<file path="src/rtl/mem_access_unit.sv">
// Load/store unit between the execute stage and the data bus: handles
// byte/half/word accesses plus the MIPS unaligned LWL/LWR/SWL/SWR forms.
module mem_access_unit (
    input  logic        clk,
    input  logic        resetn,
    input  logic        req_valid,
    output logic        req_ready,
    input  logic        mem_write,
    input  logic        mem_sig,
    input  logic [1:0]  mem_msize,
    input  logic [1:0]  mem_kind,
    input  logic [31:0] addr,
    input  logic [31:0] wdata,
    input  logic [31:0] rt_old,
    output logic        dreq_valid,
    output logic [31:0] dreq_addr,
    output logic [1:0]  dreq_size,
    output logic [3:0]  dreq_strobe,
    output logic [31:0] dreq_data,
    input  logic        dreq_addr_ok,
    input  logic        dresp_data_ok,
    input  logic [31:0] dresp_data,
    output logic        rsp_valid,
    output logic [31:0] rsp_data,
    output logic        misalign
);

    typedef enum logic [1:0] {S_IDLE, S_REQ, S_WAIT} state_t;

    localparam logic [1:0] KIND_LEFT  = 2'd1;
    localparam logic [1:0] KIND_RIGHT = 2'd2;

    state_t      state;
    logic        op_write;
    logic        op_sig;
    logic [1:0]  op_msize;
    logic [1:0]  op_kind;
    logic [1:0]  op_off;
    logic [31:0] op_rt;

    logic [1:0]  off_in;
    logic [1:0]  inv_off;
    logic        is_lr;
    logic        is_mis;
    logic [31:0] next_addr;
    logic [1:0]  next_size;
    logic [3:0]  next_strobe;
    logic [31:0] next_data;
    logic [31:0] shifted;
    logic [31:0] load_result;

    assign req_ready  = (state == S_IDLE);
    assign dreq_valid = (state == S_REQ);

    // Bus request fields are decoded from the live inputs and registered at acceptance.
    always_comb begin
        off_in      = addr[1:0];
        inv_off     = 2'd3 - off_in;
        is_lr       = (mem_kind == KIND_LEFT) || (mem_kind == KIND_RIGHT);
        is_mis      = (mem_kind == 2'd0) &&
                      (((mem_msize == 2'd1) && addr[0]) ||
                       ((mem_msize == 2'd2) && (addr[1:0] != 2'd0)));
        next_addr   = is_lr ? {addr[31:2], 2'b00} : addr;
        next_size   = is_lr ? 2'd2 : mem_msize;
        next_strobe = 4'b0000;
        next_data   = 32'd0;
        if (mem_write) begin
            if (mem_kind == KIND_LEFT) begin
                next_strobe = 4'b1111 >> inv_off;
                next_data   = wdata >> {inv_off, 3'b000};
            end else if (mem_kind == KIND_RIGHT) begin
                next_strobe = 4'b1111 << off_in;
                next_data   = wdata << {off_in, 3'b000};
            end else begin
                case (mem_msize)
                    2'd0:    next_strobe = 4'b0001 << off_in;
                    2'd1:    next_strobe = 4'b0011 << off_in;
                    default: next_strobe = 4'b1111;
                endcase
                next_data = wdata << {off_in, 3'b000};
            end
        end
    end

    // Load result: extension for normal loads, byte merge with old rt for LWL/LWR.
    always_comb begin
        shifted     = dresp_data >> {op_off, 3'b000};
        load_result = dresp_data;
        if (op_kind == KIND_LEFT) begin
            case (op_off)
                2'd0:    load_result = {dresp_data[7:0],  op_rt[23:0]};
                2'd1:    load_result = {dresp_data[15:0], op_rt[15:0]};
                2'd2:    load_result = {dresp_data[23:0], op_rt[7:0]};
                default: load_result = dresp_data;
            endcase
        end else if (op_kind == KIND_RIGHT) begin
            case (op_off)
                2'd0:    load_result = dresp_data;
                2'd1:    load_result = {op_rt[31:24], dresp_data[31:8]};
                2'd2:    load_result = {op_rt[31:16], dresp_data[31:16]};
                default: load_result = {op_rt[31:8],  dresp_data[31:24]};
            endcase
        end else begin
            case (op_msize)
                2'd0:    load_result = {{24{op_sig & shifted[7]}}, shifted[7:0]};
                2'd1:    load_result = {{16{op_sig & shifted[15]}}, shifted[15:0]};
                default: load_result = dresp_data;
            endcase
        end
        if (op_write) begin
            load_result = 32'd0;
        end
    end

    always_ff @(posedge clk or negedge resetn) begin
        if (!resetn) begin
            state       <= S_IDLE;
            op_write    <= 1'b0;
            op_sig      <= 1'b0;
            op_msize    <= 2'd0;
            op_kind     <= 2'd0;
            op_off      <= 2'd0;
            op_rt       <= 32'd0;
            dreq_addr   <= 32'd0;
            dreq_size   <= 2'd0;
            dreq_strobe <= 4'd0;
            dreq_data   <= 32'd0;
            rsp_valid   <= 1'b0;
            rsp_data    <= 32'd0;
            misalign    <= 1'b0;
        end else begin
            rsp_valid <= 1'b0;
            misalign  <= 1'b0;
            case (state)
                S_IDLE: begin
                    if (req_valid) begin
                        op_write    <= mem_write;
                        op_sig      <= mem_sig;
                        op_msize    <= mem_msize;
                        op_kind     <= mem_kind;
                        op_off      <= off_in;
                        op_rt       <= rt_old;
                        dreq_addr   <= next_addr;
                        dreq_size   <= next_size;
                        dreq_strobe <= next_strobe;
                        dreq_data   <= next_data;
                        if (is_mis) begin
                            misalign <= 1'b1;
                        end else begin
                            state <= S_REQ;
                        end
                    end
                end
                S_REQ: begin
                    if (dreq_addr_ok) begin
                        if (dresp_data_ok) begin
                            rsp_valid <= 1'b1;
                            rsp_data  <= load_result;
                            state     <= S_IDLE;
                        end else begin
                            state <= S_WAIT;
                        end
                    end
                end
                S_WAIT: begin
                    if (dresp_data_ok) begin
                        rsp_valid <= 1'b1;
                        rsp_data  <= load_result;
                        state     <= S_IDLE;
                    end
                end
                default: state <= S_IDLE;
            endcase
        end
    end

endmodule

</file>
<file path="config.mk">
export PLATFORM = sky130hd
export DESIGN_NAME = mem_access_unit
export DESIGN_NICKNAME = d
export VERILOG_FILES = /design/src/rtl/mem_access_unit.sv
export SDC_FILE = /design/constraint.sdc
export NUM_CORES = 1
export LEC_CHECK = 0
export ABC_AREA = 1
export CORE_ASPECT_RATIO = 0.9
export CORE_UTILIZATION = 48
export DETAILED_ROUTE_END_ITERATION = 16
export GPL_TIMING_DRIVEN = 0
export MAX_ROUTING_LAYER = met4
export PLACE_DENSITY_LB_ADDON = 0.3
export SYNTH_ARGS = -nofsm -noshare
export SYNTH_HDL_FRONTEND = slang
export SYNTH_SLANG_ARGS = --single-unit
</file>
<file path="constraint.sdc">
create_clock -name clk -period 2.4 [get_ports clk]
set_input_delay 0.24 -clock clk [delete_from_list [all_inputs] [get_ports clk]]
set_output_delay 0.24 -clock clk [all_outputs]
set_load 0.05 [all_outputs]
</file>
==> results of run 1 <==
[per-layer routing]
metal | vias to the layer above | track usage | wire length, um
met5 | - | - | 0
met4 | 0 | 0.161 | 1240
met3 | 103 | 0.0796 | 3060
met2 | 552 | 0.601 | 15500
met1 | 4515 | 0.484 | 13400
li1 | 4389 | - | -
[cells by family after synthesis]
group,after synthesis,share of synthesized area
AND/OR/NAND/NOR,590,0.277
AO/OA/AOI/OAI,272,0.192
buffers and inverters,154,0.0795
flip-flops,146,0.433
multiplexers,8,0.00950
adder cells (fa/ha/maj),6,0.00890
[cells in the mapped netlist, drive strengths merged (6+ instances only)]
library cell  number  area share
a211o              6      0.0062
a211oi             9      0.0086
a21oi             49       0.030
a22oi              7      0.0062
buf               39       0.028
clkbuf            34       0.015
dfrtp            146        0.43
ha                 6      0.0089
inv               80       0.036
mux2i              8      0.0095
nand2            511        0.23
nand3             36       0.023
nor2              35       0.017
nor3               7      0.0047
o211ai            13       0.014
o21ai            138       0.083
o221ai            15       0.016
o22ai             24       0.018
[cell type report]
class | instances | area share
inverters | 81 | 0.0259
plain buffers | 73 | 0.0315
clock inverters | 14 | 0.0139
repair buffers | 245 | 0.209
clock buffers | 18 | 0.0372
flip-flops and latches | 146 | 0.309
multi-input cells | 876 | 0.348
well taps | 235 | 0.0249
[worst max-delay path, stage by stage (launching register included)]
cell and delay (ps):
dfrtp_1 410, inv_1 120, ha_1 250, clkdlybuf4s50_1 840
[metrics by stage]
| step | hold slack [ps] | setup TNS, ps |
|---|---|---|
| after floorplan | -55.6 | 0 |
| after global placement | 462 | -691560 |
| after detailed placement | 215 | -23.1 |
| after CTS | 282 | 0 |
| after global routing | 343 | 0 |
| final | 292 | 0 |
[timing repair]
item,4_1_cts,5_1_grt
endpoints found under the hold margin,50,0
gates resized for setup,1,8
hold buffers,1,0
cloned,0,0
endpoints found under the setup margin,1,30
setup buffers,0,0
[registers in the layout, indices dropped and copies added, names as in the netlist]
register	cells
op_sig	1
op_off	2
dreq_size	2
dreq_addr	32
op_msize	2
op_kind	2
op_rt	32
state	2
op_write	1
misalign	1
dreq_data	32
rsp_data	32
rsp_valid	1
dreq_strobe	4
[how the worst max path moves through the flow]
stage | slack [ps] | start | endpoint | depth (start not counted)
3_5_place_dp | -10 | mem_kind[1] | dreq_data[10] | 10
2_1_floorplan | 360 | state[0] | dreq_data[14] | 9
5_1_grt | 40 | state[0] | dreq_addr[31] | 8
6_report | 100 | state[1] | dreq_valid | 3
4_1_cts | 80 | state[1] | rsp_data[26] | 11
3_3_place_gp | -4760 | resetn | dreq_addr[5] | 1
[power groups by stage]
stage	Combinational (mW)	Sequential, mW	Clock (mW)
final	10.3	4.20	2.75
after detailed placement	10.1	4.18	0
after CTS	10.2	4.18	2.75
after global placement	9.93	4.17	0
after floorplan	4.17	6.56	0
after global routing	11.0	4.29	2.86
==> results.py, run 1 <==
metrics = {
    "setup_path": {
        "cp-end-kind": "output port",
        "critPathMaxFanout": 4,
        "r2r_slack_ps": 100,
        "start_kind": "register",
        "cp.required_ps": 2160,
        "crit_type": "reg -> out",
        "worstRegToRegCells": 11,
        "r2r-end": "rsp_data[30]",
        "crit_arrival_ps": 2060,
        "timing.rr.start": "state[0]",
    },
    "yosys": {
        "synth-seq-area-share": 0.433,
        "synth_nets": 1321,
        "synth_edf_count": 0,
        "synth.distinct_cells": 43,
        "synthArstFlopShare": 1.00,
        "synth.avg_cell_area_um2": 7.17,
        "synth_area_mm2": 0.00843,
        "ys.flop_type": "dfrtp_1",
        "yosysWarnings": 0,
        "ys_ff_latch": 146,
        "synth_cells": 1176,
    },
    "die": {
        "die_y_um": 128,
        "core_mm2": 0.0170,
        "pin_count": 245,
        "die_area_mm2": 0.0181,
        "die_x_um": 142,
        "initial_utilization": 0.496,
        "rows": 45,
    },
    "sta": {
        "period_needed_ps": 2300,
        "maxClockFrequency_mhz": 435,
        "hold_viol": 0,
        "worst_pin_slew_ps": 829,
        "clock_skew_ps": 12.2,
        "setup_violations": 0,
        "rsz0062_at_grt": "no",
        "fin_crit_sh": 0.959,
        "fin_ws_ps": 99.5,
        "drv_slew": 0,
        "slew_headroom": 0.448,
    },
    "finish": {
        "final_common_cell": "nand2_1",
        "fin_area_mm2": 0.0118,
        "seq_area_mm2": 0.00365,
        "diodes": 0,
        "utilization": 0.695,
        "fillCellCount": 1476,
        "layout_common_cells": "503 x nand2_1, 242 x clkdlybuf4s50_1, 146 x dfrtp_1",
        "multiInputGateArea_mm2": 0.00412,
        "drive_gt1_frac": 0.0681,
        "area_growth_pct": 40.1,
        "layout.nets": 1585,
        "final_cells": 1688,
    },
    "route": {
        "drt-initial-drc-count": 1049,
        "routed_wl_mm": 33.2,
        "vias": 9559,
        "ant_nets": 0,
        "via_per_inst": 5.66,
        "first_pass_iters": 7,
        "post_drt_wl_per_cell_um": 19.6,
        "drc": 0,
    },
    "grt": {
        "antenna_found_initial": 0,
        "grt_max_degree": 97,
        "grt_pass1_vias": 9320,
        "grt_overflow": 0,
        "grt_pass1_wl_mm": 51.2,
        "track_usage": 0.383,
    },
    "place": {
        "dp_hpwl_mm": 24.1,
        "port_buffers": 243,
        "gp_congestion": 0.998,
        "placed_area_mm2": 0.0112,
        "place_ws_ps": -14.1,
        "dp.cells": 1655,
    },
    "hold_path": {
        "worstHoldStart": "addr[1]",
        "min_to": "dreq_strobe[0]",
        "worstHoldPathCells": 4,
        "min_path_type": "in -> reg",
    },
    "power": {
        "switching_share": 0.523,
        "pwr-share-comb": 0.598,
        "irDropWorstVdd_v": 0.000939,
        "finalPower_mw": 17.3,
        "p_int_mw": 8.24,
        "powerDensity_mw_per_mm2": 1460,
        "p_clk_frac": 0.159,
        "p_switching_mw": 9.05,
        "power_frac_seq": 0.243,
        "power_leakage_nw": 5.68,
    },
    "clock_tree": {
        "clockBufferDepth": 2,
        "clock_latency_ps": 440,
        "clk_pin_slew_worst_paths_ps": 70,
        "htree_levels": 4,
        "clock_sinks": 146,
        "cts_root_buffer": "clkbuf_16",
        "numCtsBuffers": 17,
        "cts_tree": "built",
    },
    "run": {
        "cap_violations": 0,
    },
    "outcome": {
        "status": "complete, no violations",
    },
}
No activity file was read; power rests on OpenSTA's default activity.
==> inputs of run 2 (changes only) <==
--- a/config.mk
+++ b/config.mk
@@ -10,6 +10,7 @@
 export CORE_UTILIZATION = 48
 export DETAILED_ROUTE_END_ITERATION = 16
 export GPL_TIMING_DRIVEN = 0
+export HOLD_SLACK_MARGIN = 0.03
 export MAX_ROUTING_LAYER = met4
 export PLACE_DENSITY_LB_ADDON = 0.3
 export SYNTH_ARGS = -nofsm -noshare
==> results of run 2 <==
The final DEF is identical to that of run 1; final timing and power are the same.
==> inputs of run 3 (changes only) <==
--- a/config.mk
+++ b/config.mk
@@ -6,8 +6,9 @@
 export NUM_CORES = 1
 export LEC_CHECK = 0
 export ABC_AREA = 1
-export CORE_ASPECT_RATIO = 0.9
-export CORE_UTILIZATION = 48
+export CAP_MARGIN = 30
+export CORE_UTILIZATION = 50
+export CTS_BUF_LIST = sky130_fd_sc_hd__clkbuf_4
 export DETAILED_ROUTE_END_ITERATION = 16
 export GPL_TIMING_DRIVEN = 0
 export HOLD_SLACK_MARGIN = 0.03
==> run 3 against run 2 <==
- register-to-register slack better by 110 ps
- flip-flop and latch count unchanged
- clock skew up 11 ps
- count of clock-buffer cells in the layout shrank 1
- sequential share of layout area increased by 0.86 points
- critical endpoint is now rsp_data[15]
==> results.py, run 3 (synthesis results as in run 1) <==
metrics = {
    "clock_tree": {
        "cts_tree": "built",
        "htree_levels": 4,
        "cts_root_buffer": "clkbuf_4",
        "clockBufferDepth": 2,
        "clock_latency_ps": 600,
        "postCtsSetupBuffers": 0,
        "clock_sinks": 146,
        "clk_pin_slew_worst_paths_ps": 160,
        "numCtsBuffers": 17,
    },
    "finish": {
        "layout.nets": 1584,
        "drive_gt1_frac": 0.0668,
        "final_common_cell": "nand2_1",
        "area_growth_pct": 36.3,
        "fin_area_mm2": 0.0115,
        "final_cells": 1674,
        "layout_common_cells": "503 x nand2_1, 240 x clkdlybuf4s50_1, 146 x dfrtp_1",
        "utilization": 0.696,
    },
    "sta": {
        "clock_skew_ps": 23.2,
        "whs_ps": 96.2,
        "period_needed_ps": 2190,
        "worst_pin_slew_ps": 793,
        "fin_crit_sh": 0.912,
        "hold_viol": 0,
        "drv_slew": 0,
        "rsz0062_at_grt": "no",
        "maxClockFrequency_mhz": 457,
        "slew_headroom": 0.470,
        "setup_violations": 0,
    },
    "run": {
        "cap_violations": 0,
    },
    "place": {
        "gp_congestion": 1.01,
        "dp.cells": 1640,
        "placed_area_mm2": 0.0112,
        "port_buffers": 243,
        "dp_hpwl_mm": 23.9,
    },
    "setup_path": {
        "critPathSlowestCell": "dfrtp_1",
        "critPathLaunch": "state[0]",
        "cp.required_ps": 2930,
        "endpoint": "rsp_data[15]",
        "timing.rr.start": "state[0]",
        "r2r_slack_ps": 210,
        "cp.buffers_inverters": 3,
        "start_kind": "register",
        "crit_arrival_ps": 2720,
        "path_cells": "inv_1, ha_1, inv_1, nor3_2, nand2_2, inv_2, o21ai_0, nor2_1, nand2_1, nand2_1",
        "crit_family": "simple AND/OR/NAND/NOR gates",
        "worstRegToRegCells": 10,
        "cp-end-kind": "register",
        "r2r-end": "rsp_data[15]",
        "max_stage_delay_ps": 390,
        "crit_type": "reg -> reg",
        "critPathMaxFanout": 18,
        "cp.depth": 10,
    },
    "die": {
        "rows": 47,
        "die_y_um": 132,
        "core_mm2": 0.0165,
        "pin_count": 245,
        "die_area_mm2": 0.0174,
        "die_x_um": 132,
        "initial_utilization": 0.510,
    },
    "grt": {
        "antenna_found_initial": 1,
        "grt_pass1_wl_mm": 50.3,
        "grt_pass1_vias": 9209,
        "grt_max_degree": 101,
        "grt_overflow": 0,
        "track_usage": 0.387,
    },
    "power": {
        "irDropWorstVdd_v": 0.00104,
        "powerDensity_mw_per_mm2": 1400,
        "power_leakage_nw": 5.53,
        "finalPower_mw": 16.1,
    },
    "route": {
        "routed_wl_mm": 32.3,
        "drc": 0,
        "vias": 9536,
        "via_per_inst": 5.70,
        "drt-initial-drc-count": 1101,
        "post_drt_wl_per_cell_um": 19.3,
        "first_pass_iters": 8,
        "ant_nets": 0,
    },
    "hold_path": {
        "min_path_type": "in -> async",
    },
    "outcome": {
        "status": "complete, no violations",
    },
}
==> run 3: cell type report <==
class,instances,area [um^2]
well taps,220,275
repair buffers,245,2470
fillers,1386,5030
multi-input cells,876,4110
clock buffers,17,128
flip-flops and latches,146,3650
plain buffers,72,363
clock inverters,15,186
inverters,81,307
diodes,2,5.00
==> run 3: what timing repair did <==
item,4_1_cts,5_1_grt
resized for setup,2,6
hold buffers,1,0
hold endpoints to repair,77,0
endpoints found under the setup margin,2,33
cloned,0,0
==> run 3: power breakdown <==
group / total (mW) / internal [mW] / leakage (nW) / switching (mW)
clock network: 1.70 / 0.496 / 0.159 / 1.20
logic: 10.2 / 3.17 / 3.51 / 7.07
registers: 4.17 / 3.51 / 1.87 / 0.654
total: 16.1 / 7.18 / 5.53 / 8.92
==> run 3: through the flow <==
| step | TNS [ps] | setup slack (ps) |
|---|---|---|
| after global placement | -669190 | -4600 |
| after CTS | 0 | 81.6 |
| final | 0 | 211 |
| after detailed placement | -77.3 | -77.3 |
| after global routing | 0 | 50.4 |
| after floorplan | 0 | 360 |
==> run 3: routing by layer <==
layer  global-route usage  up-vias  routed length, um
met5                    -        -                  0
met4                0.156        0               1310
met3               0.0788      106               2800
met2                0.623      583              15500
met1                0.476     4466              12700
li1                     -     4381                  -
==> run 3: worst min path at each step <==
stage                        from              to  slack, ps  cells after the start
floorplan                  resetn    dreq_addr[0]        -60                      0
global placement    dreq_addr[19]   dreq_addr[19]        460                      2
CTS                       addr[1]  dreq_strobe[0]         70                      4
finish                     resetn    rsp_data[25]        100                      2
detailed placement         resetn    rsp_data[25]        190                      1
global route               resetn        op_rt[0]        110                      2
